==> config.mk <==
export PLATFORM = sky130hd
export DESIGN_NAME = rv_dmem_arbiter_flat
export DESIGN_NICKNAME = d
export VERILOG_FILES = /design/src/rtl/rv_dmem_arbiter_if.sv /design/src/rtl/rv_dmem_arbiter.sv /design/src/flat_wrapper.sv
export SDC_FILE = /design/constraint.sdc
export NUM_CORES = 1
export LEC_CHECK = 0
export ABC_CLOCK_PERIOD_IN_PS = 3800
export CORE_AREA = 2 2 120 122
export CTS_BUF_LIST = sky130_fd_sc_hd__clkbuf_4 sky130_fd_sc_hd__clkbuf_8 sky130_fd_sc_hd__clkbuf_16
export CTS_CLUSTER_DIAMETER = 200
export DETAILED_ROUTE_END_ITERATION = 8
export DIE_AREA = 0 0 122 124
export PLACE_DENSITY = 0.51
export SETUP_SLACK_MARGIN = 0.2
export SYNTH_ARGS = -nofsm -noshare
export SYNTH_HDL_FRONTEND = slang
export SYNTH_SLANG_ARGS = --single-unit
==> constraint.sdc <==
create_clock -name clk_i -period 3.8 [get_ports clk_i]
set_input_delay 0.38 -clock clk_i [delete_from_list [all_inputs] [get_ports clk_i]]
set_output_delay 0.38 -clock clk_i [all_outputs]
set_load 0.01 [all_outputs]
==> src/rtl/rv_dmem_arbiter_if.sv <==
// Bus bundle between the two requesters (core, host), the arbiter and data memory.
// Ports (all carried in the bundle):
//   c_*  core request / grant / load return
//   h_*  host request / grant / load return
//   m_*  request to memory and memory load return
// Modports: slave = arbiter view, master = requester/memory side view.
interface rv_dmem_arbiter_if;
    localparam int unsigned ADDR_W = 32;
    localparam int unsigned DATA_W = 32;
    localparam int unsigned SEL_W  = 4;

    logic [ADDR_W-1:0] c_addr_i;
    logic [DATA_W-1:0] c_data_s_i;
    logic [SEL_W-1:0]  c_select_i;
    logic              c_load_i;
    logic              c_store_i;
    logic              c_ready_o;
    logic [DATA_W-1:0] c_data_l_o;
    logic              c_load_done_o;

    logic [ADDR_W-1:0] h_addr_i;
    logic [DATA_W-1:0] h_data_s_i;
    logic [SEL_W-1:0]  h_select_i;
    logic              h_load_i;
    logic              h_store_i;
    logic              h_ready_o;
    logic [DATA_W-1:0] h_data_l_o;
    logic              h_load_done_o;

    logic [ADDR_W-1:0] m_addr_o;
    logic [DATA_W-1:0] m_data_s_o;
    logic [SEL_W-1:0]  m_select_o;
    logic              m_load_o;
    logic              m_store_o;
    logic              m_ready_i;
    logic [DATA_W-1:0] m_data_l_i;
    logic              m_load_done_i;

    modport slave (
        input  c_addr_i, c_data_s_i, c_select_i, c_load_i, c_store_i,
        output c_ready_o, c_data_l_o, c_load_done_o,
        input  h_addr_i, h_data_s_i, h_select_i, h_load_i, h_store_i,
        output h_ready_o, h_data_l_o, h_load_done_o,
        output m_addr_o, m_data_s_o, m_select_o, m_load_o, m_store_o,
        input  m_ready_i, m_data_l_i, m_load_done_i
    );

    modport master (
        output c_addr_i, c_data_s_i, c_select_i, c_load_i, c_store_i,
        input  c_ready_o, c_data_l_o, c_load_done_o,
        output h_addr_i, h_data_s_i, h_select_i, h_load_i, h_store_i,
        input  h_ready_o, h_data_l_o, h_load_done_o,
        input  m_addr_o, m_data_s_o, m_select_o, m_load_o, m_store_o,
        output m_ready_i, m_data_l_i, m_load_done_i
    );
endinterface

==> src/rtl/rv_dmem_arbiter.sv <==
// Shares the single data-memory port between the core load/store unit and a
// host/debug master. One grant per cycle, one outstanding load whose data is
// routed back to its issuer; a starvation counter forces host progress.
// Ports:
//   clk_i    clock, rising edge
//   rst_n_i  synchronous active-low reset
//   bus      rv_dmem_arbiter_if.slave (core, host and memory sides)
module rv_dmem_arbiter #(
    parameter int unsigned G_HOST_STARVE_LIMIT = 4
) (
    input  logic                     clk_i,
    input  logic                     rst_n_i,
    rv_dmem_arbiter_if.slave         bus
);
    localparam int unsigned CNT_W = 4;
    localparam logic [CNT_W-1:0] LIMIT = CNT_W'(G_HOST_STARVE_LIMIT);

    typedef enum logic [1:0] {IDLE, C_WAIT, H_WAIT} state_t;

    state_t            state_q, state_d;
    logic [CNT_W-1:0]  starve_q, starve_d;

    logic c_req, h_req, h_sel, c_sel, open;
    logic grant_c, grant_h;

    // Request decode and selection
    always_comb begin
        c_req   = bus.c_load_i | bus.c_store_i;
        h_req   = bus.h_load_i | bus.h_store_i;
        h_sel   = h_req && (!c_req || starve_q == LIMIT);
        c_sel   = c_req && !h_sel;
        // A completing load frees the port in the same cycle.
        open    = (state_q == IDLE) || bus.m_load_done_i;
        grant_c = rst_n_i && open && c_sel && bus.m_ready_i;
        grant_h = rst_n_i && open && h_sel && bus.m_ready_i;
    end

    // Memory request mux, grants and load return
    always_comb begin
        bus.m_addr_o   = bus.c_addr_i;
        bus.m_data_s_o = bus.c_data_s_i;
        bus.m_select_o = bus.c_select_i;
        bus.m_load_o   = 1'b0;
        bus.m_store_o  = 1'b0;
        if (h_sel) begin
            bus.m_addr_o   = bus.h_addr_i;
            bus.m_data_s_o = bus.h_data_s_i;
            bus.m_select_o = bus.h_select_i;
            bus.m_load_o   = rst_n_i && open && bus.h_load_i;
            bus.m_store_o  = rst_n_i && open && bus.h_store_i;
        end else if (c_sel) begin
            bus.m_load_o   = rst_n_i && open && bus.c_load_i;
            bus.m_store_o  = rst_n_i && open && bus.c_store_i;
        end
        bus.c_ready_o     = grant_c;
        bus.h_ready_o     = grant_h;
        bus.c_data_l_o    = bus.m_data_l_i;
        bus.h_data_l_o    = bus.m_data_l_i;
        // Done in IDLE is spurious and dropped by the state qualifier.
        bus.c_load_done_o = rst_n_i && bus.m_load_done_i && (state_q == C_WAIT);
        bus.h_load_done_o = rst_n_i && bus.m_load_done_i && (state_q == H_WAIT);
    end

    // Next state and starvation counter
    always_comb begin
        state_d  = state_q;
        starve_d = starve_q;
        if (grant_c && bus.c_load_i) begin
            state_d = C_WAIT;
        end else if (grant_h && bus.h_load_i) begin
            state_d = H_WAIT;
        end else if (bus.m_load_done_i) begin
            state_d = IDLE;
        end
        if (!h_req || grant_h) begin
            starve_d = '0;
        end else if (grant_c && starve_q < LIMIT) begin
            starve_d = starve_q + CNT_W'(1);
        end
    end

    // State registers
    always_ff @(posedge clk_i) begin
        if (!rst_n_i) begin
            state_q  <= IDLE;
            starve_q <= '0;
        end else begin
            state_q  <= state_d;
            starve_q <= starve_d;
        end
    end
endmodule

==> src/flat_wrapper.sv <==
// flat-port wrapper written by rule: the top's interface ports become plain ports
module rv_dmem_arbiter_flat 
#(
    parameter int unsigned G_HOST_STARVE_LIMIT = 4
)
  (clk_i, rst_n_i, bus_c_addr_i, bus_c_data_s_i, bus_c_select_i, bus_c_load_i, bus_c_store_i, bus_c_ready_o, bus_c_data_l_o, bus_c_load_done_o, bus_h_addr_i, bus_h_data_s_i, bus_h_select_i, bus_h_load_i, bus_h_store_i, bus_h_ready_o, bus_h_data_l_o, bus_h_load_done_o, bus_m_addr_o, bus_m_data_s_o, bus_m_select_o, bus_m_load_o, bus_m_store_o, bus_m_ready_i, bus_m_data_l_i, bus_m_load_done_i);
  rv_dmem_arbiter_if bus_i ();
  input  logic clk_i;
  input  logic rst_n_i;
  input wire logic [$bits(bus_i.c_addr_i)-1:0] bus_c_addr_i;
  input wire logic [$bits(bus_i.c_data_s_i)-1:0] bus_c_data_s_i;
  input wire logic [$bits(bus_i.c_select_i)-1:0] bus_c_select_i;
  input wire logic [$bits(bus_i.c_load_i)-1:0] bus_c_load_i;
  input wire logic [$bits(bus_i.c_store_i)-1:0] bus_c_store_i;
  output wire logic [$bits(bus_i.c_ready_o)-1:0] bus_c_ready_o;
  output wire logic [$bits(bus_i.c_data_l_o)-1:0] bus_c_data_l_o;
  output wire logic [$bits(bus_i.c_load_done_o)-1:0] bus_c_load_done_o;
  input wire logic [$bits(bus_i.h_addr_i)-1:0] bus_h_addr_i;
  input wire logic [$bits(bus_i.h_data_s_i)-1:0] bus_h_data_s_i;
  input wire logic [$bits(bus_i.h_select_i)-1:0] bus_h_select_i;
  input wire logic [$bits(bus_i.h_load_i)-1:0] bus_h_load_i;
  input wire logic [$bits(bus_i.h_store_i)-1:0] bus_h_store_i;
  output wire logic [$bits(bus_i.h_ready_o)-1:0] bus_h_ready_o;
  output wire logic [$bits(bus_i.h_data_l_o)-1:0] bus_h_data_l_o;
  output wire logic [$bits(bus_i.h_load_done_o)-1:0] bus_h_load_done_o;
  output wire logic [$bits(bus_i.m_addr_o)-1:0] bus_m_addr_o;
  output wire logic [$bits(bus_i.m_data_s_o)-1:0] bus_m_data_s_o;
  output wire logic [$bits(bus_i.m_select_o)-1:0] bus_m_select_o;
  output wire logic [$bits(bus_i.m_load_o)-1:0] bus_m_load_o;
  output wire logic [$bits(bus_i.m_store_o)-1:0] bus_m_store_o;
  input wire logic [$bits(bus_i.m_ready_i)-1:0] bus_m_ready_i;
  input wire logic [$bits(bus_i.m_data_l_i)-1:0] bus_m_data_l_i;
  input wire logic [$bits(bus_i.m_load_done_i)-1:0] bus_m_load_done_i;
  assign bus_i.c_addr_i = bus_c_addr_i;
  assign bus_i.c_data_s_i = bus_c_data_s_i;
  assign bus_i.c_select_i = bus_c_select_i;
  assign bus_i.c_load_i = bus_c_load_i;
  assign bus_i.c_store_i = bus_c_store_i;
  assign bus_c_ready_o = bus_i.c_ready_o;
  assign bus_c_data_l_o = bus_i.c_data_l_o;
  assign bus_c_load_done_o = bus_i.c_load_done_o;
  assign bus_i.h_addr_i = bus_h_addr_i;
  assign bus_i.h_data_s_i = bus_h_data_s_i;
  assign bus_i.h_select_i = bus_h_select_i;
  assign bus_i.h_load_i = bus_h_load_i;
  assign bus_i.h_store_i = bus_h_store_i;
  assign bus_h_ready_o = bus_i.h_ready_o;
  assign bus_h_data_l_o = bus_i.h_data_l_o;
  assign bus_h_load_done_o = bus_i.h_load_done_o;
  assign bus_m_addr_o = bus_i.m_addr_o;
  assign bus_m_data_s_o = bus_i.m_data_s_o;
  assign bus_m_select_o = bus_i.m_select_o;
  assign bus_m_load_o = bus_i.m_load_o;
  assign bus_m_store_o = bus_i.m_store_o;
  assign bus_i.m_ready_i = bus_m_ready_i;
  assign bus_i.m_data_l_i = bus_m_data_l_i;
  assign bus_i.m_load_done_i = bus_m_load_done_i;
  rv_dmem_arbiter #(.G_HOST_STARVE_LIMIT(G_HOST_STARVE_LIMIT)) u_core (.clk_i(clk_i), .rst_n_i(rst_n_i), .bus(bus_i));
endmodule
Word level (Yosys, flattened, before mapping). Index checks and enable logic that the tools add are counted. W data, S select, Z words.

Register bits after elaboration: 6. Input port bits: 176. Word-level logic and storage cells: 49. Output and inout bits: 138.

Add/subtract/negate cells: 1. Order comparisons: 1. Reduce and logical (&&, ||, !) cells: 28. Equal/unequal tests: 3. Muxes and demuxes: 10. Bitwise operators: 3.

Operators by type and width (number): $mux W32 (2); $logic_and A1 B1 Y1 (17); $mux W1 (5); $add A4 B1 Y4 const B (1); $eq A4 B3 Y1 const B (1); $lt A4 B3 Y1 const B (1); $mux W2 (2); $mux W4 (1); $reduce_or A2 Y1 (2); $logic_not A1 Y1 (3); $logic_or A1 B1 Y1 (3); $reduce_bool A3 Y1 (1); $eq A2 B1 Y1 const B (1); $eq A2 B2 Y1 const B (1); $logic_not A2 Y1 (1); $or A1 B1 Y1 (2); $reduce_bool A2 Y1 (1); $not A1 Y1 (1).

Logic depth before layout (Yosys ltp). Gate-level depths: netlist of run 1.

Word-level depth: 10. Depth in mapped cells: 8. Mapped depth without buffers: 6.

Worst setup path before layout of run 1. No wires, ideal clock.

Path kind: register -> output. Start: register u_core.starve_q[0]. End: output bus_m_addr_o[0]. Arrival time: 1.605 ns. Path buffers: 2. Path slack: 1.815 ns. Cell stages (with the launch flop): 8. Required time: 3.420 ns. Cell sequence: dfxtp_1 > inv_1 > ha_1 > and3b_1 > o22a_1 > buf_4 > buf_6 > mux2_1.

Word-level cells in the longest chain between the ends: 4.

Ends and longest elaborated chain: start, declared (line rv_dmem_arbiter.sv:21) `logic [CNT_W-1:0] starve_q, starve_d;`; start signal, assigned (line rv_dmem_arbiter.sv:89) `starve_q <= starve_d;`; $eq A4 B3 Y1 (line rv_dmem_arbiter.sv:30) `h_sel = h_req && (!c_req || starve_q == LIMIT);`; $logic_or A1 B1 Y1 (line rv_dmem_arbiter.sv:30); $logic_and A1 B1 Y1 (line rv_dmem_arbiter.sv:30); $mux W32 (line rv_dmem_arbiter.sv:45) `if (h_sel) begin`; end, declared (line flat_wrapper.sv:26) `output wire logic [$bits(bus_i.m_addr_o)-1:0] bus_m_addr_o;`.

Every way passes these cells.

Final worst setup path of run 1.
Start: input bus_c_load_i. End: output bus_m_addr_o[13].

Word-level cells in the longest chain between the ends: 5.

Ends and longest elaborated chain: start, declared (line flat_wrapper.sv:13) `input wire logic [$bits(bus_i.c_load_i)-1:0] bus_c_load_i;`; $or A1 B1 Y1 (line rv_dmem_arbiter.sv:28) `c_req = bus.c_load_i | bus.c_store_i;`; $logic_not A1 Y1 (line rv_dmem_arbiter.sv:30); $logic_or A1 B1 Y1 (line rv_dmem_arbiter.sv:30); $logic_and A1 B1 Y1 (line rv_dmem_arbiter.sv:30); $mux W32 (line rv_dmem_arbiter.sv:45).

Every way passes these cells.

==> insert_results.sql, run 1 <==
INSERT INTO impl_metrics (metric_group, metric, value, unit) VALUES
('drt', 'drt_pre_antenna_iters', '3', ''),
('floorplan', 'die-area', '0.01513', 'mm2'),
('clock_network', 'clkSlewWorstSetupHoldPaths', '40', 'ps'),
('synthesis', 'dominantRegCellSynth', 'sky130_fd_sc_hd__dfxtp_1', ''),
('synthesis', 'postSynth.asyncResetShare', '0', ''),
('synthesis', 'synth_top_area_cell', 'sky130_fd_sc_hd__mux2_1', ''),
('setup_path', 'cp_data_required_time', '3420', 'ps'),
('run_status', 'run_status', 'finished clean', ''),
('timing', 'slew_viol_final', '0', ''),
('global_routing', 'initial_antenna_violation_count', '0', ''),
('clock_network', 'ctsResizeCount', '0', ''),
('setup_path', 'critical_path.n_buffers_inverters', '3', ''),
('final_layout', 'syn_to_final_growth', '111.6', '%'),
('timing', 'finalHoldViolations', '0', ''),
('power_and_ir_drop', 'finalPower', '628.8', 'uW'),
('synthesis', 'synth_most_common_cell', 'sky130_fd_sc_hd__mux2_1', ''),
('synthesis', 'yosysWarnings', '0', ''),
('synthesis', 'synthDominantCellAreaShare', '0.4409', ''),
('setup_path', 'crit_slowest_cell', 'sky130_fd_sc_hd__clkdlybuf4s50_1', ''),
('floorplan', 'top_level_ports', '314', ''),
('synthesis', 'avgSynthCellArea', '8.998', 'um2'),
('drt', 'antenna_left', '0', ''),
('synthesis', 'mappedNetlistArea', '0.001737', 'mm2'),
('timing', 'setup-violations-final', '0', ''),
('setup_path', 'cp.depth', '6', ''),
('timing', 'timing.final.ws_setup', '723.0', 'ps'),
('synthesis', 'synth_seq_area_share', '0.06916', ''),
('synthesis', 'ys_top_cells_by_area', 'sky130_fd_sc_hd__mux2_1 44%, sky130_fd_sc_hd__buf_4 28%, sky130_fd_sc_hd__dfxtp_1 6.9%', ''),
('timing', 'finalSetupTns', '0', 'ps'),
('global_routing', 'largest_net_degree_at_the_start_of_global_routing', '40', ''),
('floorplan', 'core_region_area', '0.01372', 'mm2'),
('setup_path', 'startpoint_type', 'primary input', ''),
('min_path', 'timing.hold.worst_path_depth', '2', ''),
('timing', 'clock_skew', '1.437', 'ps'),
('setup_path', 'timing.critical_path.mode_cell', 'sky130_fd_sc_hd__clkdlybuf4s50_1', ''),
('setup_path', 'rr_worst_depth', '7', ''),
('global_routing', 'grt_pass1_wl', '10.94', 'mm'),
('drt', 'routedWlPerCell', '15.30', 'um'),
('placed_design', 'dpl_ws', '652.7', 'ps'),
('clock_network', 'cts_hold_buffers', '0', ''),
('final_layout', 'antenna_cells', '0', ''),
('clock_network', 'clock_path_buffers', '2', ''),
('drt', 'finalWirelength', '7.987', 'mm'),
('power_and_ir_drop', 'p_seq_frac', '0.105', ''),
('placed_design', 'gp_routability_congestion', '0.8263', ''),
('timing', 'period_needed', '3077', 'ps'),
('synthesis', 'synth_edf_count', '0', ''),
('min_path', 'hold_class', 'reg -> reg', ''),
('global_routing', 'grt_pass1_vias', '1911', ''),
('power_and_ir_drop', 'switchingPower', '160.1', 'uW'),
('final_layout', 'share_of_final_layout_standard_cells_stronger_than_drive_strength_1', '0.02047', ''),
('timing', 'fin_worst_hold_slack', '502.3', 'ps'),
('power_and_ir_drop', 'power_density', '171.1', 'mW/mm2'),
('synthesis', 'ys_types', '28', ''),
('setup_path', 'worstPathMaxFanout', '31', ''),
('synthesis', 'postSynthNetCount', '371', ''),
('drt', 'avgViaCountPerCell', '3.621', ''),
('setup_path', 'cp_cell_sequence', 'clkdlybuf4s50_1 > nor2_1 > o22a_4 > buf_4 > mux2_1 > clkdlybuf4s50_1', ''),
('clock_network', 'clk-insertion-delay-late', '230', 'ps'),
('floorplan', 'dieHeight', '124', 'um'),
('setup_path', 'cp-end-kind', 'output port', ''),
('job', 'drv_cap', '0', ''),
('floorplan', 'start_util', '0.1266', ''),
('clock_network', 'clock_tree_from_tritoncts', 'yes', ''),
('timing', 'max_clk_rate', '325.0', 'MHz'),
('power_and_ir_drop', 'leakage', '0.001328', 'uW'),
('synthesis', 'netlist_top_cells_count', '68 x sky130_fd_sc_hd__mux2_1, 65 x sky130_fd_sc_hd__buf_4, 7 x sky130_fd_sc_hd__buf_6, 6 x sky130_fd_sc_hd__dfxtp_1, 5 x sky130_fd_sc_hd__a21oi_1', ''),
('synthesis', 'synth.ff_latch_count', '6', ''),
('final_layout', 'num-nets-final', '522', ''),
('floorplan', 'chipWidth', '122', 'um'),
('timing', 'tightest_slew', '467.8', 'ps');
==> stage by stage <==
stage | cell area [um2] | util
final | 3675 | 0.2679
after floorplan | 1737 | -
after CTS | 3675 | 0.2679
after global routing | 3675 | 0.2679
after detailed placement | 3600 | 0.2624
after global placement | 3600 | 0.2624
==> registers in the layout, indices dropped and copies added, names as in the netlist <==
name             count
u_core.starve_q      4
u_core.state_q       2
==> cells in the final DEF (no fill, tap or decap) <==
| cell type | instances |
|---|---|
| sky130_fd_sc_hd__clkdlybuf4s50_1 | 217 |
| sky130_fd_sc_hd__mux2_1 | 68 |
| sky130_fd_sc_hd__dfxtp_1 | 6 |
| sky130_fd_sc_hd__a21oi_1 | 5 |
| sky130_fd_sc_hd__inv_1 | 4 |
| sky130_fd_sc_hd__nor2_1 | 4 |
| sky130_fd_sc_hd__nand2_1 | 4 |
| sky130_fd_sc_hd__nor3b_1 | 3 |
| sky130_fd_sc_hd__clkbuf_16 | 3 |
| sky130_fd_sc_hd__and2_1 | 2 |
| sky130_fd_sc_hd__o21ai_0 | 2 |
| sky130_fd_sc_hd__a21boi_0 | 2 |
| sky130_fd_sc_hd__nor3_1 | 2 |
| sky130_fd_sc_hd__o21a_1 | 2 |
| sky130_fd_sc_hd__nand3_1 | 2 |
| sky130_fd_sc_hd__nand2b_1 | 2 |
| sky130_fd_sc_hd__ha_1 | 2 |
| sky130_fd_sc_hd__and3b_1 | 1 |
| sky130_fd_sc_hd__o22a_4 | 1 |
| sky130_fd_sc_hd__o21bai_1 | 1 |
| sky130_fd_sc_hd__and3_1 | 1 |
| sky130_fd_sc_hd__or2_2 | 1 |
| sky130_fd_sc_hd__o31ai_1 | 1 |
| sky130_fd_sc_hd__a211oi_1 | 1 |
| sky130_fd_sc_hd__nand3b_1 | 1 |
| sky130_fd_sc_hd__a21boi_1 | 1 |
| sky130_fd_sc_hd__nor4bb_1 | 1 |
| sky130_fd_sc_hd__buf_4 | 1 |
| sky130_fd_sc_hd__buf_12 | 1 |
==> power groups by stage <==
stage / Combinational (uW) / Sequential [uW] / Clock [uW]
floorplan: 187 / 66.4 / 0
global route: 415 / 66.0 / 178
finish: 389 / 65.8 / 173
CTS: 397 / 65.8 / 177
global placement: 392 / 66.6 / 0
detailed placement: 393 / 66.7 / 0
==> area by class of cell <==
class,instances,area [um2]
well taps,180,225.2
repair buffers,219,2200
clock buffers,3,75.07
flip-flops and latches,6,120.1
inverters,4,15.01
fillers,1464,10040
multi-input cells,110,1040
==> logic make-up after synthesis <==
logic type	Yosys count	synth area share
buffers and inverters	77	0.3372
multiplexers	68	0.4409
AND/OR/NAND/NOR	24	0.07853
AO/OA/AOI/OAI	16	0.05980
flip-flops	6	0.06917
adder cells (fa/ha/maj)	2	0.01441
==> final timing paths <==
kind                                   start                              to
max                             bus_c_load_i                bus_m_addr_o[13]
min           u_core.state_q[0]$_SDFFE_PN0P_  u_core.state_q[0]$_SDFFE_PN0P_
max reg2reg  u_core.starve_q[0]$_SDFFE_PP0P_  u_core.state_q[0]$_SDFFE_PN0P_
min reg2reg   u_core.state_q[0]$_SDFFE_PN0P_  u_core.state_q[0]$_SDFFE_PN0P_
==> metal layers <==
layer | up-vias | wire, um | track usage
li1 | 904 | - | -
met1 | 841 | 2797 | 0.09555
met2 | 135 | 3992 | 0.1885
met3 | 10 | 1121 | 0.03755
met4 | 0 | 75 | 0.01509
met5 | - | 0 | 0
==> tightest hold or removal path, stage by stage, from the launching register on <==
cell and delay, ps:
sky130_fd_sc_hd__dfxtp_1 330, sky130_fd_sc_hd__nand2b_1 70, sky130_fd_sc_hd__a21boi_1 50
Note: power is estimated with default switching activity, not from simulation.
==> inputs of run 2 (changes only) <==
--- a/config.mk
+++ b/config.mk
@@ -5,13 +5,13 @@
 export SDC_FILE = /design/constraint.sdc
 export NUM_CORES = 1
 export LEC_CHECK = 0
-export ABC_CLOCK_PERIOD_IN_PS = 3800
-export CORE_AREA = 2 2 120 122
+export ABC_CLOCK_PERIOD_IN_PS = 3000
+export CORE_AREA = 2 2 122 124
 export CTS_BUF_LIST = sky130_fd_sc_hd__clkbuf_4 sky130_fd_sc_hd__clkbuf_8 sky130_fd_sc_hd__clkbuf_16
 export CTS_CLUSTER_DIAMETER = 200
 export DETAILED_ROUTE_END_ITERATION = 8
-export DIE_AREA = 0 0 122 124
-export PLACE_DENSITY = 0.51
+export DIE_AREA = 0 0 124 126
+export PLACE_DENSITY = 0.5
 export SETUP_SLACK_MARGIN = 0.2
 export SYNTH_ARGS = -nofsm -noshare
 export SYNTH_HDL_FRONTEND = slang
==> constraint.sdc (replaced) <==
create_clock -name clk_i -period 3 [get_ports clk_i]
set_input_delay 0.3 -clock clk_i [delete_from_list [all_inputs] [get_ports clk_i]]
set_output_delay 0.3 -clock clk_i [all_outputs]
set_load 0.01 [all_outputs]
==> run 2 against run 1 <==
Net effect: clock power up 23%; first-iteration DRC count shrank 34%; die area up 3.3%; flip-flop and latch count unchanged; critical endpoint is now bus_m_select_o[2]; wire length is 15% higher; register-to-register slack lost 850 ps; global-route usage increased by 1.2 points; non-clock buffer count rose by 2.
==> insert_results.sql, run 2 (synthesis results as in run 1) <==
INSERT INTO impl_metrics (metric_group, metric, value, unit) VALUES
('setup_path', 'cp_cell_sequence', 'inv_1 > ha_1 > and3b_1 > o22a_4 > buf_12 > mux2_1 > clkdlybuf4s50_1', ''),
('placed_design', 'dpl_ws', '331.5', 'ps'),
('setup_path', 'cp_data_required_time', '2700', 'ps'),
('drt', 'routedWlPerCell', '17.43', 'um'),
('floorplan', 'core_region_area', '0.01431', 'mm2'),
('drt', 'finalWirelength', '9.201', 'mm'),
('drt', 'route.vias.total', '1914', ''),
('final_layout', 'top_register', 'u_core.starve_q', ''),
('timing', 'unrepaired_setup_endpoints_after_global_routing', 'no', ''),
('timing', 'timing.final.ws_setup', '299.7', 'ps'),
('final_layout', 'antenna_cells', '0', ''),
('final_layout', 'reg.largest.list', 'u_core.starve_q x4, u_core.state_q x2', ''),
('timing', 'tightest_slew', '427.0', 'ps'),
('floorplan', 'top_level_ports', '314', ''),
('clock_network', 'clock_sink_count', '6', ''),
('floorplan', 'dieHeight', '126', 'um'),
('global_routing', 'largest_net_degree_at_the_start_of_global_routing', '35', ''),
('global_routing', 'grt_pass1_vias', '2040', ''),
('placed_design', 'io_buffer_count', '217', ''),
('final_layout', 'layout_common_cells', '212 x sky130_fd_sc_hd__clkdlybuf4s50_1, 68 x sky130_fd_sc_hd__mux2_1, 6 x sky130_fd_sc_hd__dfxtp_1', ''),
('timing', 'finalHoldViolations', '0', ''),
('clock_network', 'cts_post_setup_buffers_inserted', '0', ''),
('timing', 'max-slew-margin-rel', '0.7123', ''),
('floorplan', 'chipWidth', '124', 'um'),
('setup_path', 'slowest_delay', '520', 'ps'),
('final_layout', 'largest_register_ffs', '4', ''),
('global_routing', 'grt_pass1_wl', '12.56', 'mm'),
('setup_path', 'startpoint_type', 'flip-flop', ''),
('floorplan', 'die-area', '0.01562', 'mm2'),
('timing', 'min_period_over_period', '0.9001', ''),
('final_layout', 'final_util', '0.2599', ''),
('clock_network', 'cts_inserted_buffers', '3', ''),
('floorplan', 'core.rowCount', '44', ''),
('timing', 'slew_viol_final', '0', ''),
('final_layout', 'finish.instance_area', '0.003720', 'mm2'),
('min_path', 'hold_class', 'reg -> reg', ''),
('clock_network', 'number_of_h_tree_levels', '1', ''),
('final_layout', 'num-nets-final', '524', ''),
('power_and_ir_drop', 'power_density', '215.1', 'mW/mm2'),
('floorplan', 'start_util', '0.1213', ''),
('power_and_ir_drop', 'leakage', '0.001388', 'uW'),
('clock_network', 'clkSlewWorstSetupHoldPaths', '30', 'ps'),
('placed_design', 'dpl-instance-area', '0.003632', 'mm2'),
('run_status', 'run_status', 'finished clean', ''),
('placed_design', 'gp_routability_congestion', '0.8352', ''),
('setup_path', 'path_delay_family', 'buffers and inverters', ''),
('clock_network', 'clock_path_buffers', '2', ''),
('global_routing', 'total_routing_usage_reported_by_global_routing', '0.1079', ''),
('job', 'drv_cap', '0', ''),
('global_routing', 'initial_antenna_violation_count', '1', ''),
('setup_path', 'setup.worst_path.class', 'reg -> out', ''),
('clock_network', 'clk-insertion-delay-late', '230', 'ps'),
('global_routing', 'grt.overflow.total', '0', ''),
('timing', 'setup-violations-final', '0', ''),
('setup_path', 'critical_path.n_buffers_inverters', '3', ''),
('drt', 'antenna_left', '0', ''),
('drt', 'drc', '0', ''),
('clock_network', 'clock_tree_from_tritoncts', 'yes', ''),
('power_and_ir_drop', 'ir_drop', '0.0001852', 'V'),
('setup_path', 'crit_slowest_cell', 'sky130_fd_sc_hd__clkdlybuf4s50_1', ''),
('clock_network', 'clockRootBuffer', 'sky130_fd_sc_hd__clkbuf_16', ''),
('setup_path', 'critical_path_arrival', '2400', 'ps'),
('timing', 'finalSetupTns', '0', 'ps'),
('final_layout', 'syn_to_final_growth', '114.2', '%'),
('timing', 'clock_skew', '1.713', 'ps'),
('drt', 'drt-initial-drc-count', '33', ''),
('placed_design', 'dp_hpwl', '8.026', 'mm'),
('final_layout', 'share_of_final_layout_standard_cells_stronger_than_drive_strength_1', '0.02616', ''),
('setup_path', 'regToRegSetupSlack', '1290', 'ps'),
('drt', 'drt_pre_antenna_iters', '4', ''),
('timing', 'period_needed', '2700', 'ps'),
('setup_path', 'cp-end-kind', 'output port', ''),
('drt', 'avgViaCountPerCell', '3.625', ''),
('setup_path', 'worstPathMaxFanout', '34', ''),
('final_layout', 'final_common_cell', 'sky130_fd_sc_hd__clkdlybuf4s50_1', ''),
('timing', 'max_clk_rate', '370.3', 'MHz');
[run 2: changes by cell type in the layout (fill, tap and decap cells not counted), sizes merged]
cell,change
clkdlybuf4s50,-5
dlymetal6s2s,+5
buf,+2
[run 2: path summary, 6_finish.rpt]
path                                    from                              to  cells after the start
min           u_core.state_q[0]$_SDFFE_PN0P_  u_core.state_q[0]$_SDFFE_PN0P_                      2
min reg2reg   u_core.state_q[0]$_SDFFE_PN0P_  u_core.state_q[0]$_SDFFE_PN0P_                      2
max reg2reg  u_core.starve_q[0]$_SDFFE_PP0P_  u_core.state_q[0]$_SDFFE_PN0P_                      7
max          u_core.starve_q[0]$_SDFFE_PP0P_               bus_m_select_o[2]                      7
[run 2: tightest hold or removal path, delay by kind of cell, from the launching register on]
kind / cells / cell delay [ps]
compound gates: 1 / 50
simple gates: 1 / 70
flops: 1 / 320
[run 2: final cells by class]
| cell class | instances | area (um2) |
|---|---|---|
| Sequential cell | 6 | 120.1 |
| Timing Repair Buffer | 221 | 2240 |
| Multi-Input combinational cell | 110 | 1040 |
| Clock buffer | 3 | 75.07 |
| Inverter | 4 | 15.01 |
| Fill cell | 1529 | 10590 |
| Tap cell | 184 | 230.2 |
[run 2: repair_timing]
item                                    in CTS  in global routing
endpoints found under the setup margin       0                  5
hold buffers                                 0                  0
resized for setup                            0                  5
[run 2: power breakdown]
| part | switching (uW) | internal (uW) | total, uW |
|---|---|---|---|
| Clock | 42.2 | 171 | 213 |
| Combinational | 161 | 343 | 504 |
| Sequential | 1.45 | 81.9 | 83.3 |
[run 2: metrics by stage]
step / hold slack (ps) / cells / total power, uW
finish: 498.2 / 528 / 800.2
global route: 535.2 / 528 / 846.2
CTS: 503.7 / 528 / 817.4
detailed placement: 493.4 / 525 / 593.8
global placement: 476.5 / 525 / 595.1
floorplan: 453.1 / 193 / 320.5
[run 2: layer usage]
metal,part of all wire,up-vias,track usage
met2,0.52,122,0.2065
li1,-,907,-
met4,0.0043,2,0.01520
met3,0.12,10,0.03578
met5,0.0014,-,0
met1,0.36,873,0.1153
==> inputs of run 3 (changes only) <==
--- a/config.mk
+++ b/config.mk
@@ -5,7 +5,7 @@
 export SDC_FILE = /design/constraint.sdc
 export NUM_CORES = 1
 export LEC_CHECK = 0
-export ABC_CLOCK_PERIOD_IN_PS = 3000
+export ABC_CLOCK_PERIOD_IN_PS = 2600
 export CORE_AREA = 2 2 122 124
 export CTS_BUF_LIST = sky130_fd_sc_hd__clkbuf_4 sky130_fd_sc_hd__clkbuf_8 sky130_fd_sc_hd__clkbuf_16
 export CTS_CLUSTER_DIAMETER = 200
==> constraint.sdc (replaced) <==
create_clock -name clk_i -period 2.6 [get_ports clk_i]
set_input_delay 0.26 -clock clk_i [delete_from_list [all_inputs] [get_ports clk_i]]
set_output_delay 0.26 -clock clk_i [all_outputs]
set_load 0.01 [all_outputs]
==> run 3 against run 2 <==
Net effect: core utilization decreased by 0.82 points; cell count grew 2.1%; final area down 3.2%; wire length increased by 1.7%; total power up 9.7%; hold slack worse by 11 ps; via count increased by 0.47%; sequential power grew 15%; global-route usage shrank 0.16 points; flip-flop and latch count is the same; count of clock-buffer cells in the layout unchanged.
==> insert_results.sql, run 3 (synthesis results as in run 1) <==
INSERT INTO impl_metrics (metric_group, metric, value, unit) VALUES
('run_status', 'run_status', 'finished clean', ''),
('drt', 'antenna_left', '0', ''),
('placed_design', 'placed_cells_incl_taps', '530', ''),
('global_routing', 'largest_net_degree_at_the_start_of_global_routing', '23', ''),
('timing', 'clock_skew', '3.368', 'ps'),
('clock_network', 'cts_inserted_buffers', '3', ''),
('drt', 'route.vias.total', '1923', ''),
('setup_path', 'worstPathMaxFanout', '12', ''),
('final_layout', 'layout_common_cells', '146 x sky130_fd_sc_hd__clkdlybuf4s50_1, 64 x sky130_fd_sc_hd__mux2_1, 34 x sky130_fd_sc_hd__clkbuf_2', ''),
('setup_path', 'rr_startpoint', 'u_core.starve_q[0]$_SDFFE_PP0P_', ''),
('global_routing', 'initial_antenna_violation_count', '1', ''),
('global_routing', 'grt_pass1_vias', '2082', ''),
('power_and_ir_drop', 'fraction_of_power_spent_switching_nets', '0.2785', ''),
('timing', 'slew_viol_final', '0', ''),
('final_layout', 'final_common_cell', 'sky130_fd_sc_hd__clkdlybuf4s50_1', ''),
('final_layout', 'syn_to_final_growth', '107.4', '%'),
('placed_design', 'dp_hpwl', '7.973', 'mm'),
('final_layout', 'share_of_final_layout_standard_cells_stronger_than_drive_strength_1', '0.1887', ''),
('job', 'drv_cap', '0', ''),
('clock_network', 'clk-insertion-delay-late', '230', 'ps'),
('drt', 'routedWlPerCell', '17.37', 'um'),
('floorplan', 'die-area', '0.01562', 'mm2'),
('setup_path', 'critical_path_arrival', '2180', 'ps'),
('floorplan', 'top_level_ports', '314', ''),
('timing', 'period_needed', '2436', 'ps'),
('min_path', 'hold_start', 'u_core.starve_q[0]$_SDFFE_PP0P_', ''),
('clock_network', 'clkSlewWorstSetupHoldPaths', '40', 'ps'),
('final_layout', 'num-nets-final', '535', ''),
('setup_path', 'cp-end-kind', 'output port', ''),
('final_layout', 'final_util', '0.2517', ''),
('power_and_ir_drop', 'leakage', '0.001498', 'uW'),
('timing', 'setup-violations-final', '0', ''),
('clock_network', 'clockRootBuffer', 'sky130_fd_sc_hd__clkbuf_16', ''),
('global_routing', 'total_routing_usage_reported_by_global_routing', '0.1063', ''),
('floorplan', 'core_region_area', '0.01431', 'mm2'),
('power_and_ir_drop', 'p_seq_frac', '0.109', ''),
('power_and_ir_drop', 'finalPower', '877.5', 'uW'),
('setup_path', 'setup.worst_path.class', 'reg -> out', ''),
('power_and_ir_drop', 'ir_drop', '0.0001604', 'V'),
('floorplan', 'core.rowCount', '44', ''),
('setup_path', 'cp_cell_sequence', 'inv_1 > ha_1 > and3b_2 > o22a_4 > buf_4 > buf_6 > mux2_1 > clkdlybuf4s15_1', ''),
('power_and_ir_drop', 'switchingPower', '244.4', 'uW'),
('timing', 'max-slew-margin-rel', '0.6734', ''),
('floorplan', 'chipWidth', '124', 'um'),
('setup_path', 'crit_slowest_cell', 'sky130_fd_sc_hd__dfxtp_4', ''),
('setup_path', 'startpoint_type', 'flip-flop', ''),
('drt', 'drt-initial-drc-count', '26', ''),
('final_layout', 'top_register', 'u_core.starve_q', ''),
('clock_network', 'cts_hold_buffers', '0', ''),
('setup_path', 'worstSetupStartpoint', 'u_core.starve_q[0]$_SDFFE_PP0P_', ''),
('final_layout', 'finish.instance_area', '0.003602', 'mm2'),
('placed_design', 'io_buffer_count', '217', ''),
('power_and_ir_drop', 'power_density', '243.6', 'mW/mm2'),
('timing', 'unrepaired_setup_endpoints_after_global_routing', 'yes', ''),
('timing', 'finalHoldViolations', '0', ''),
('floorplan', 'start_util', '0.1213', ''),
('setup_path', 'slowest_delay', '350', 'ps'),
('setup_path', 'cp_data_required_time', '2340', 'ps'),
('setup_path', 'regToRegSetupSlack', '830', 'ps'),
('global_routing', 'grt.overflow.total', '0', ''),
('timing', 'min_period_over_period', '0.9370', ''),
('placed_design', 'gp_routability_congestion', '0.8045', ''),
('clock_network', 'clock_sink_count', '6', ''),
('final_layout', 'largest_register_ffs', '4', ''),
('timing', 'max_clk_rate', '410.5', 'MHz'),
('timing', 'finalSetupTns', '0', 'ps'),
('clock_network', 'number_of_h_tree_levels', '1', ''),
('clock_network', 'clock_path_buffers', '2', ''),
('timing', 'tightest_slew', '484.7', 'ps'),
('final_layout', 'reg.largest.list', 'u_core.starve_q x4, u_core.state_q x2', ''),
('drt', 'drt_pre_antenna_iters', '4', ''),
('global_routing', 'grt_pass1_wl', '12.32', 'mm'),
('power_and_ir_drop', 'power.combinational.fraction', '0.607', ''),
('drt', 'drc', '0', ''),
('drt', 'finalWirelength', '9.360', 'mm'),
('final_layout', 'antenna_cells', '0', ''),
('min_path', 'hold_class', 'reg -> reg', ''),
('floorplan', 'dieHeight', '126', 'um'),
('final_layout', 'layout.cells.non_filler', '539', ''),
('drt', 'avgViaCountPerCell', '3.568', ''),
('clock_network', 'clock_tree_from_tritoncts', 'yes', ''),
('power_and_ir_drop', 'clock_power_share', '0.283', ''),
('placed_design', 'dpl-instance-area', '0.003670', 'mm2'),
('power_and_ir_drop', 'p_int', '633.2', 'uW');
-- run 3: changes by cell type in the layout (fill, tap and decap cells not counted), moves of 3 or more --
cell and change:
sky130_fd_sc_hd__clkdlybuf4s50_1 -66, sky130_fd_sc_hd__clkbuf_2 +34, sky130_fd_sc_hd__dlygate4sd2_1 +24, sky130_fd_sc_hd__buf_4 +8
sky130_fd_sc_hd__buf_2 +6, sky130_fd_sc_hd__clkdlybuf4s15_1 +4, sky130_fd_sc_hd__mux2_1 -4, sky130_fd_sc_hd__mux2_2 +3
-- run 3: worst paths after layout --
path / to / cells past startpoint
setup / recovery: bus_m_data_s_o[21] / 8
hold reg to reg: u_core.starve_q[0]$_SDFFE_PP0P_ / 1
hold / removal: u_core.starve_q[0]$_SDFFE_PP0P_ / 1
setup reg to reg: u_core.state_q[0]$_SDFFE_PN0P_ / 8
-- run 3: cell type report --
cell class | instances | area, um2
clock buffer | 3 | 75.07
fill | 1566 | 10710
inverter | 4 | 15.01
multi-input combinational | 110 | 1045
sequential | 6 | 125.1
tap | 184 | 230.2
timing repair buffer | 232 | 2112
-- run 3: per-stage QoR --
| stage | setup slack [ps] | hold slack, ps |
|---|---|---|
| floorplan | 734.7 | 413.1 |
| global placement | 118.5 | 481.0 |
| detailed placement | 108.2 | 504.7 |
| CTS | 118.5 | 477.2 |
| global route | 70.52 | 503.2 |
| finish | 163.7 | 487.4 |
-- run 3: critical path: cells and delay by family (launching register included) --
family | cells | cell delay (ps)
buf+inv | 4 | 580
compound gates | 1 | 250
simple gates | 1 | 220
flops | 1 | 350
fa+ha+maj | 1 | 190
mux | 1 | 330
-- run 3: power by group through the flow --
stage / combinational (uW) / clock [uW] / sequential [uW]
after global routing: 572 / 258 / 96.2
after detailed placement: 596 / 0 / 97.5
after floorplan: 273 / 0 / 97.1
after global placement: 594 / 0 / 97.3
final: 533 / 249 / 96.0
after CTS: 545 / 252 / 96.4
-- run 3: repair_timing --
item / 4_1_cts / 5_1_grt
setup endpoints to repair: 69 / 68
gates cloned: 0 / 1
pin swaps: 1 / 1
endpoints found under the hold margin: 0 / 0
buffers inserted: 2 / 3
resized for setup: 91 / 80
-- run 3: per-layer routing --
layer	vias up	global-route usage	wire length, um
met5	-	0	13
met4	2	0.008592	91
met3	6	0.03080	1035
met2	121	0.2072	4848
met1	864	0.1159	3370
li1	930	-	-
==> edit: new RTL, flow settings as in run 2 <==
`CNT_W`: 4 -> 3.
--- a/src/rtl/rv_dmem_arbiter.sv
+++ b/src/rtl/rv_dmem_arbiter.sv
@@ -14,3 +14,3 @@
 );
-    localparam int unsigned CNT_W = 4;
+    localparam int unsigned CNT_W = 3;
     localparam logic [CNT_W-1:0] LIMIT = CNT_W'(G_HOST_STARVE_LIMIT);
Function: same outputs for any inputs over 10 cycles, from zero or initial values and one cycle with rst_n_i low; that may be too few to reach the edited logic, so the function may still have changed.
==> edit against run 2 <==
- sequential cell count fell by 1
- power increased by 9.6%
- setup slack better by 0.016 ns
- critical path depth increased by 1
- die area unchanged
- synthesized area rose by 12%
- design area rose by 6.5%
- wire length is 15% lower
==> edit: results (changes against run 2) <==
[sta]
slew_headroom = 0.796  ; +0.0838
clock_skew_ns = 0.000932  ; -0.000782 ns
setup_slack_ns = 0.316  ; +0.0162 ns

[power]
p_leak_uw = 0.00169  ; +22%
seq_power_share = 0.080  ; -0.024
total_power_uw = 877  ; +9.6%
ir_worst_vdd_mv = 0.116  ; -37%

[logic_synthesis]
synthCells = 182  ; -5.7%
synth_cell_type_count = 25  ; -11%
synthTopCellsByCount = mux2_4, buf_4, nor2_1
syn_nets = 360  ; -3.0%
yosys_register_bits = 5  ; -1
synthTopCellsByArea = mux2_4, buf_4, dfxtp_1
syn_area_per_cell_um2 = 10.6  ; +18%

[critical_path]
worst_path_largest_cell_delay_ns = 0.49  ; -0.03 ns
cp.arrival_ns = 2.38  ; -0.02 ns
reg2reg_to = u_core.starve_q[0]$_SDFFE_PP0P_
endpoint = bus_m_data_s_o[12]
crit_fanout = 12  ; -65%
reg2reg_slack_ns = 1.51  ; +0.22 ns

[cells_and_area]
n_all_inverters = 3  ; -1
comb.multi_input.count = 103  ; -6.4%
nNetsFinal = 516  ; -1.5%
syn2layout_area_growth_pct = 105
clock_area_frac = 0.0208  ; +0.000658
nClkBuffers = 4  ; +1
final-nonclk-buf-share = 0.573  ; -0.0287
largestRegisters = u_core.starve_q x3, u_core.state_q x2

[placement]
dp_hpwl_um = 6560  ; -18%
gp_congestion = 0.787  ; -5.7%
post-place-ws_ns = 0.360  ; +0.0290 ns

[grt]
grt_max_degree = 25  ; -29%
antenna_found_initial = 0  ; -1
grt_util_all_layers = 0.0853  ; -0.0226
grt_pass1_wl_um = 10400  ; -18%

[routing]
num_vias = 1873  ; -2.1%
wl_um = 7790  ; -15%
wire_per_inst_um = 15.0  ; -14%

[min_path]
hold-path-endpoint = u_core.state_q[1]$_SDFFE_PP0P_
holdCritStartpoint = u_core.state_q[1]$_SDFFE_PP0P_

[run_status]
status = completed

-- edit: timing repair --
item,in CTS,in global routing
endpoints found under the setup margin,0,27
hold buffers,0,0
gates resized for setup,0,1
-- edit: tightest hold or removal path, delay by kind of cell (launching register included) --
family	cells	cell delay (ns)
AOI/OAI and AO/OA	1	0.07
and+or+nand+nor	1	0.07
DFF	1	0.33
-- edit: routing by layer --
layer / share of wire / GRT usage / vias to the layer above / wire (um)
li1: - / - / 881 / -
met1: 0.38 / 0.0954 / 822 / 2930
met4: 0.015 / 0.0205 / 0 / 118
met5: 0 / 0 / - / 0
met3: 0.15 / 0.0340 / 19 / 1190
met2: 0.46 / 0.150 / 151 / 3550
-- edit: kinds of logic (layout without fill, tap and decap cells) --
logic type,count (synthesis),in the layout,share of synthesized area
compound gates,12,12,0.0556
xor+xnor,1,1,0.00452
fa+ha+maj,2,2,0.0129
buf+inv,74,229,0.295
flops,5,5,0.0517
mux,70,70,0.537
simple gates,18,18,0.0433
